**src/rtl/load_store_unit.sv**
```systemverilog
// RV32I load/store unit: computes rs1+imm, runs a single request/acknowledge
// data-memory transaction with byte-lane masks, and formats load results.
module load_store_unit #(
  parameter int MEM_AW  = 8,
  parameter int TIMEOUT = 255
) (
  input  logic              CLK,
  input  logic              RESETN,
  input  logic              start,
  input  logic              is_store,
  input  logic [2:0]        funct3,
  input  logic [31:0]       base,
  input  logic [31:0]       imm,
  input  logic [31:0]       store_data,
  output logic              mem_req,
  output logic [MEM_AW-1:0] mem_addr,
  output logic [31:0]       mem_wdata,
  output logic [3:0]        mem_wmask,
  input  logic              mem_ack,
  input  logic [31:0]       mem_rdata,
  output logic              busy,
  output logic              done,
  output logic [31:0]       load_data,
  output logic              err_misalign,
  output logic              err_fault
);

  localparam int AW = MEM_AW + 2;

  typedef enum logic [1:0] {S_IDLE, S_CHECK, S_REQ, S_DONE} state_t;

  state_t      state_q, state_d;
  logic [AW-1:0] eff_addr_q, eff_addr_d;
  logic        is_store_q, is_store_d;
  logic [2:0]  funct3_q, funct3_d;
  logic [31:0] sdata_q, sdata_d;
  logic [15:0] cnt_q, cnt_d;

  logic              mem_req_d, busy_d, done_d, err_mis_d, err_flt_d;
  logic [MEM_AW-1:0] mem_addr_d;
  logic [31:0]       mem_wdata_d, load_data_d;
  logic [3:0]        mem_wmask_d;

  logic        legal, misaligned;
  logic [3:0]  lane_mask;
  logic [31:0] lane_data, fmt_data;
  logic [7:0]  rbyte;
  logic [15:0] rhalf;

  // Legality and alignment of the captured access; funct3[1:0] encodes size.
  always_comb begin
    legal      = is_store_q ? (funct3_q inside {3'b000, 3'b001, 3'b010})
                            : (funct3_q inside {3'b000, 3'b001, 3'b010, 3'b100, 3'b101});
    misaligned = ((funct3_q[1:0] == 2'b01) && eff_addr_q[0]) ||
                 ((funct3_q[1:0] == 2'b10) && (eff_addr_q[1:0] != 2'b00));
  end

  always_comb begin
    // NOTE: every combinational output gets a default first so no path through
    // the case statements can leave it unassigned and infer a latch.
    lane_mask = 4'b1111;
    lane_data = sdata_q;
    case (funct3_q[1:0])
      2'b00: begin
        lane_mask = 4'b0001 << eff_addr_q[1:0];
        lane_data = {4{sdata_q[7:0]}};
      end
      2'b01: begin
        lane_mask = eff_addr_q[1] ? 4'b1100 : 4'b0011;
        lane_data = {2{sdata_q[15:0]}};
      end
      default: ;
    endcase
  end

  always_comb begin
    rbyte = mem_rdata[7:0];
    case (eff_addr_q[1:0])
      2'b01:   rbyte = mem_rdata[15:8];
      2'b10:   rbyte = mem_rdata[23:16];
      2'b11:   rbyte = mem_rdata[31:24];
      default: ;
    endcase
    rhalf = eff_addr_q[1] ? mem_rdata[31:16] : mem_rdata[15:0];
    case (funct3_q)
      3'b000:  fmt_data = {{24{rbyte[7]}}, rbyte};
      3'b001:  fmt_data = {{16{rhalf[15]}}, rhalf};
      3'b100:  fmt_data = {24'h0, rbyte};
      3'b101:  fmt_data = {16'h0, rhalf};
      default: fmt_data = mem_rdata;
    endcase
  end

  // Next-state and next-output logic; every output is registered below.
  always_comb begin
    state_d     = state_q;
    eff_addr_d  = eff_addr_q;
    is_store_d  = is_store_q;
    funct3_d    = funct3_q;
    sdata_d     = sdata_q;
    cnt_d       = cnt_q;
    mem_req_d   = mem_req;
    mem_addr_d  = mem_addr;
    mem_wdata_d = mem_wdata;
    mem_wmask_d = mem_wmask;
    done_d      = 1'b0;
    load_data_d = 32'h0;
    err_mis_d   = 1'b0;
    err_flt_d   = 1'b0;

    case (state_q)
      S_IDLE: begin
        if (start) begin
          state_d    = S_CHECK;
          eff_addr_d = AW'(base + imm);
          is_store_d = is_store;
          funct3_d   = funct3;
          sdata_d    = store_data;
        end
      end
      S_CHECK: begin
        if (!legal) begin
          state_d   = S_DONE;
          done_d    = 1'b1;
          err_flt_d = 1'b1;
        end else if (misaligned) begin
          state_d   = S_DONE;
          done_d    = 1'b1;
          err_mis_d = 1'b1;
        end else begin
          state_d     = S_REQ;
          cnt_d       = 16'h0;
          mem_req_d   = 1'b1;
          mem_addr_d  = eff_addr_q[AW-1:2];
          mem_wdata_d = is_store_q ? lane_data : 32'h0;
          mem_wmask_d = is_store_q ? lane_mask : 4'b0000;
        end
      end
      S_REQ: begin
        if (mem_ack || (cnt_q == 16'(TIMEOUT - 1))) begin
          // An acknowledge in the final allowed cycle still completes the access.
          state_d     = S_DONE;
          done_d      = 1'b1;
          err_flt_d   = !mem_ack;
          load_data_d = (mem_ack && !is_store_q) ? fmt_data : 32'h0;
          mem_req_d   = 1'b0;
          mem_addr_d  = '0;
          mem_wdata_d = 32'h0;
          mem_wmask_d = 4'b0000;
        end else begin
          cnt_d = cnt_q + 16'h1;
        end
      end
      S_DONE:  state_d = S_IDLE;
      default: state_d = S_IDLE;
    endcase

    busy_d = (state_d != S_IDLE);
  end

  always_ff @(posedge CLK) begin
    // NOTE: sequential state uses non-blocking assignments so all registers
    // update together from values sampled at the same edge.
    if (!RESETN) begin
      state_q      <= S_IDLE;
      eff_addr_q   <= '0;
      is_store_q   <= 1'b0;
      funct3_q     <= 3'b000;
      sdata_q      <= 32'h0;
      cnt_q        <= 16'h0;
      mem_req      <= 1'b0;
      mem_addr     <= '0;
      mem_wdata    <= 32'h0;
      mem_wmask    <= 4'b0000;
      busy         <= 1'b0;
      done         <= 1'b0;
      load_data    <= 32'h0;
      err_misalign <= 1'b0;
      err_fault    <= 1'b0;
    end else begin
      state_q      <= state_d;
      eff_addr_q   <= eff_addr_d;
      is_store_q   <= is_store_d;
      funct3_q     <= funct3_d;
      sdata_q      <= sdata_d;
      cnt_q        <= cnt_d;
      mem_req      <= mem_req_d;
      mem_addr     <= mem_addr_d;
      mem_wdata    <= mem_wdata_d;
      mem_wmask    <= mem_wmask_d;
      busy         <= busy_d;
      done         <= done_d;
      load_data    <= load_data_d;
      err_misalign <= err_mis_d;
      err_fault    <= err_flt_d;
    end
  end

endmodule

```
**config.mk**
```make
export PLATFORM = sky130hd
export DESIGN_NAME = load_store_unit
export DESIGN_NICKNAME = d
export VERILOG_FILES = /design/src/rtl/load_store_unit.sv
export SDC_FILE = /design/constraint.sdc
export NUM_CORES = 1
export LEC_CHECK = 0
export BUFFER_PORTS_ARGS = -buffer_cell sky130_fd_sc_hd__buf_2
export CELL_PAD_IN_SITES_DETAIL_PLACEMENT = 1
export CELL_PAD_IN_SITES_GLOBAL_PLACEMENT = 1
export CORE_MARGIN = 4
export CORE_UTILIZATION = 37
export CTS_CLUSTER_DIAMETER = 120
export DETAILED_ROUTE_END_ITERATION = 10
export PLACE_DENSITY_LB_ADDON = 0.1
export SYNTH_ARGS = -nofsm -noshare
export SYNTH_HDL_FRONTEND = slang
export SYNTH_SLANG_ARGS = --single-unit
```
**constraint.sdc**
```tcl
create_clock -name CLK -period 3 [get_ports CLK]
set_input_delay 0.3 -clock CLK [delete_from_list [all_inputs] [get_ports CLK]]
set_output_delay 0.3 -clock CLK [all_outputs]
set_load 0.02 [all_outputs]
```
==> results.toml <==
[sta]
final_worst_path_period_need_ns = 2.578
relSlewSlack_pct = 35.94
clock_skew_ns = 0.01044
final_hold_viol_count = 0
totalNegativeSetupSlack_ns = 0
final-setup-viol-count = 0
timing_worst_slew_pin_value_ns = 0.9576
layout_worst_path_cycle_share_pct = 85.94
maxClockFrequency_ghz = 0.3879
finalMaxSlewViolations = 0
rsz0062_at_grt = "false"

[placement]
io_buffer_count = 172
post_dp_cell_area_mm2 = 0.007321
gp_congestion = 0.7785
dp_hpwl_mm = 13.53

[floorplanning]
fp.coreArea_mm2 = 0.01658
die_x_um = 138.2
rows = 47
die_y_um = 138.2
die_area_mm2 = 0.01910
num_io_pins = 217
start_util_pct = 37.81

[logic_synthesis]
synth.cells.most_frequent = "dfxtp_1, nand2_1, a21oi_1"
yosys_register_bits = 145
ys_seq_area_share_pct = 46.29
synth.net_count = 831
synthArstFlopShare_pct = 0
ys_types = 62
syn-mean-instance-area_um2 = 9.236
yosys_warnings = 0
top_area_cells_in_the_synthesized_netlist = "dfxtp_1, nand2_1, mux2i_1, a21boi_0, a21oi_1"
dominant_cell_type_by_area_after_synthesis = "dfxtp_1"
top_count_cell_post_synth = "dfxtp_1"
synth_enable_flop_cells = 0
mappedNetlistArea_mm2 = 0.006271
synth_top_area_share_pct = 46.29
syn_inst = 679
yosys_most_used_dff = "dfxtp_1"

[power]
p_total_mw = 5.935
power_switching_share_pct = 33.10
power.share.sequential_pct = 38.6
power_density_mw_per_mm2 = 748.1
leakage_nw = 3.311
p_switching_mw = 1.964
power.share.clock_pct = 37.0
internal-power_mw = 3.970
comb_power_share_pct = 24.5
vdd.ir_drop.worst_uv = 444.9

[setup_path]
critical_path.reg2reg.startpoint = "state_q[0]"
crit_end = "cnt_q[15]"
worst_path_max_delay_cell = "or4_1"
worstSetupPathType = "register to register"
crit_chain = "inv_1 > ha_1 > and4bb_1 > a41oi_2 > o2111ai_1 > or4_1 > a21oi_1"
timing.critical_path.slowest_cell_delay_ns = 0.64
cp.required_ns = 3.35
arrival_ns = 2.93
reg2reg_to = "cnt_q[15]"
critical_path.max_fanout = 12
worst_setup_path_startpoint = "state_q[0]"
r2r_slack_ns = 0.42
cp-end-kind = "register"
rr_worst_depth = 7
worstSetupStartpointType = "register"

[routing]
route.detailed.drc = 0
drt_first_pass_iters = 4
routed_via_density = 5.276
drt_initial_violations = 165
route.detailed.wl_per_inst_um = 17.69
postRouteWirelength_mm = 18.98
routed-via-count = 5661
antenna_violating_nets_post_route = 0

[finish]
area.growth.synth_to_final_pct = 26.50
nNetsFinal = 991
sequential_cell_area_mm2 = 0.002904
area_taken_by_multi_input_logic_gates_mm2 = 0.003126
layout-drive-gt1-share_pct = 27.82
layout.filler_cells = 1984
post_layout_inst_area_mm2 = 0.007933

[clock_network]
clock_sinks = 145
cts_max_path_buffers = 2
h-tree-depth = 4
cts_hold_buf = 0
post_cts.repair.setup_buffers = 0
cts_made_buffers = 17
clkTransAtPathRegs_ns = 0.07
post_cts_resized = 0
tritoncts = "built"
clockRootBuffer = "clkbuf_16"
worst_skew_pair.late_latency_ns = 0.42

[global_routing]
grt_resource_usage_total_pct = 19.55
via_count_of_the_first_global_routing_pass = 5807
largest_net_degree_at_the_start_of_global_routing = 58
grt.overflow.total = 0
initial_antenna_violation_count = 3
grt_pass1_wl_mm = 30.65

[job]
number_of_max_capacitance_violations_reported = 0

[status]
status = "finished clean"

[hold_path]
type_of_the_tightest_min_delay_check = "input port to register"
## power by group through the flow
stage | logic [mW] | registers [mW] | clock network [mW]
final | 1.45 | 2.29 | 2.19
after global routing | 1.63 | 2.32 | 2.32
after CTS | 1.48 | 2.29 | 2.24
after detailed placement | 1.47 | 2.33 | 0
after global placement | 1.42 | 2.32 | 0
after floorplan | 0.948 | 2.36 | 0
## stage by stage
step | worst slack [ns] | util (%) | instances | hold WS [ns]
2_1_floorplan | 0.7945 | - | 679 | 0.4431
3_3_place_gp | 0.5259 | 44.15 | 1040 | 0.4413
3_5_place_dp | 0.4607 | 44.15 | 1040 | 0.4440
4_1_cts | 0.4138 | 47.82 | 1072 | 0.1115
5_1_grt | 0.1731 | 47.83 | 1073 | 0.1153
6_report | 0.4217 | 47.83 | 1073 | 0.1273
## cells by family after synthesis
kind of cell	after synthesis	synth area share, %
DFF	145	46.29
adders and majority gates	16	3.312
muxes	33	5.487
xor gates and xnor gates	7	0.9777
AOI/OAI and AO/OA	217	24.78
and+or+nand+nor	206	15.20
buffers and inverters	55	3.950
## layout make-up
class | instances | share of cell area, %
tap | 220 | 3.470
timing repair buffer | 186 | 12.33
sequential | 145 | 36.61
clock buffer | 18 | 5.410
inverter | 10 | 0.4732
antenna | 1 | 0.03155
clock inverter | 14 | 2.271
multi-input combinational | 479 | 39.40
## layer usage
layer	part of all wire (%)	vias up	routed length (um)	track usage [%]
li1	-	2775	-	-
met1	45	2721	8474	24.37
met2	49	130	9304	32.91
met3	4.4	31	830	5.318
met4	1.9	4	353	6.344
met5	0.11	-	20	0
## state kept, by name, indices dropped and copies added (netlist names)
signal	count
load_data	32
mem_wdata	32
sdata_q	32
cnt_q	16
eff_addr_q	10
mem_addr	8
mem_wmask	4
funct3_q	3
state_q	2
busy	1
done	1
err_fault	1
err_misalign	1
is_store_q	1
mem_req	1
## critical path, delay by kind of cell (launching register included)
| kind | cells | cell delay (ns) |
|---|---|---|
| compound gates | 3 | 0.85 |
| fa+ha+maj | 1 | 0.28 |
| simple gates | 2 | 0.90 |
| buf+inv | 1 | 0.10 |
| flops | 1 | 0.38 |
## cell usage in the layout (no fill, tap or decap), drive strengths merged, types with 8 or more instances in the layout
| cell | netlist | layout |
|---|---|---|
| nand3 | 8 | 8 |
| inv | 9 | 13 |
| nor2 | 19 | 19 |
| o31ai | 8 | 8 |
| dfxtp | 145 | 145 |
| a21oi | 50 | 50 |
| buf | 20 | 186 |
| a22o | 24 | 24 |
| mux2i | 31 | 31 |
| o2bb2ai | 20 | 20 |
| ha | 15 | 15 |
| a21boi | 39 | 39 |
| clkbuf | 25 | 18 |
| nand2 | 128 | 128 |
| o21ai | 29 | 29 |
## worst min path at each step
stage / from / to / slack [ns] / cells past startpoint
3_5_place_dp: mem_wdata[17] / mem_wdata[17] / 0.44 / 1
2_1_floorplan: sdata_q[16] / sdata_q[16] / 0.44 / 2
3_3_place_gp: mem_wdata[17] / mem_wdata[17] / 0.44 / 1
5_1_grt: store_data[4] / sdata_q[4] / 0.12 / 3
6_report: store_data[4] / sdata_q[4] / 0.13 / 3
4_1_cts: store_data[4] / sdata_q[4] / 0.11 / 3
No activity file was read; power rests on OpenSTA's default activity.
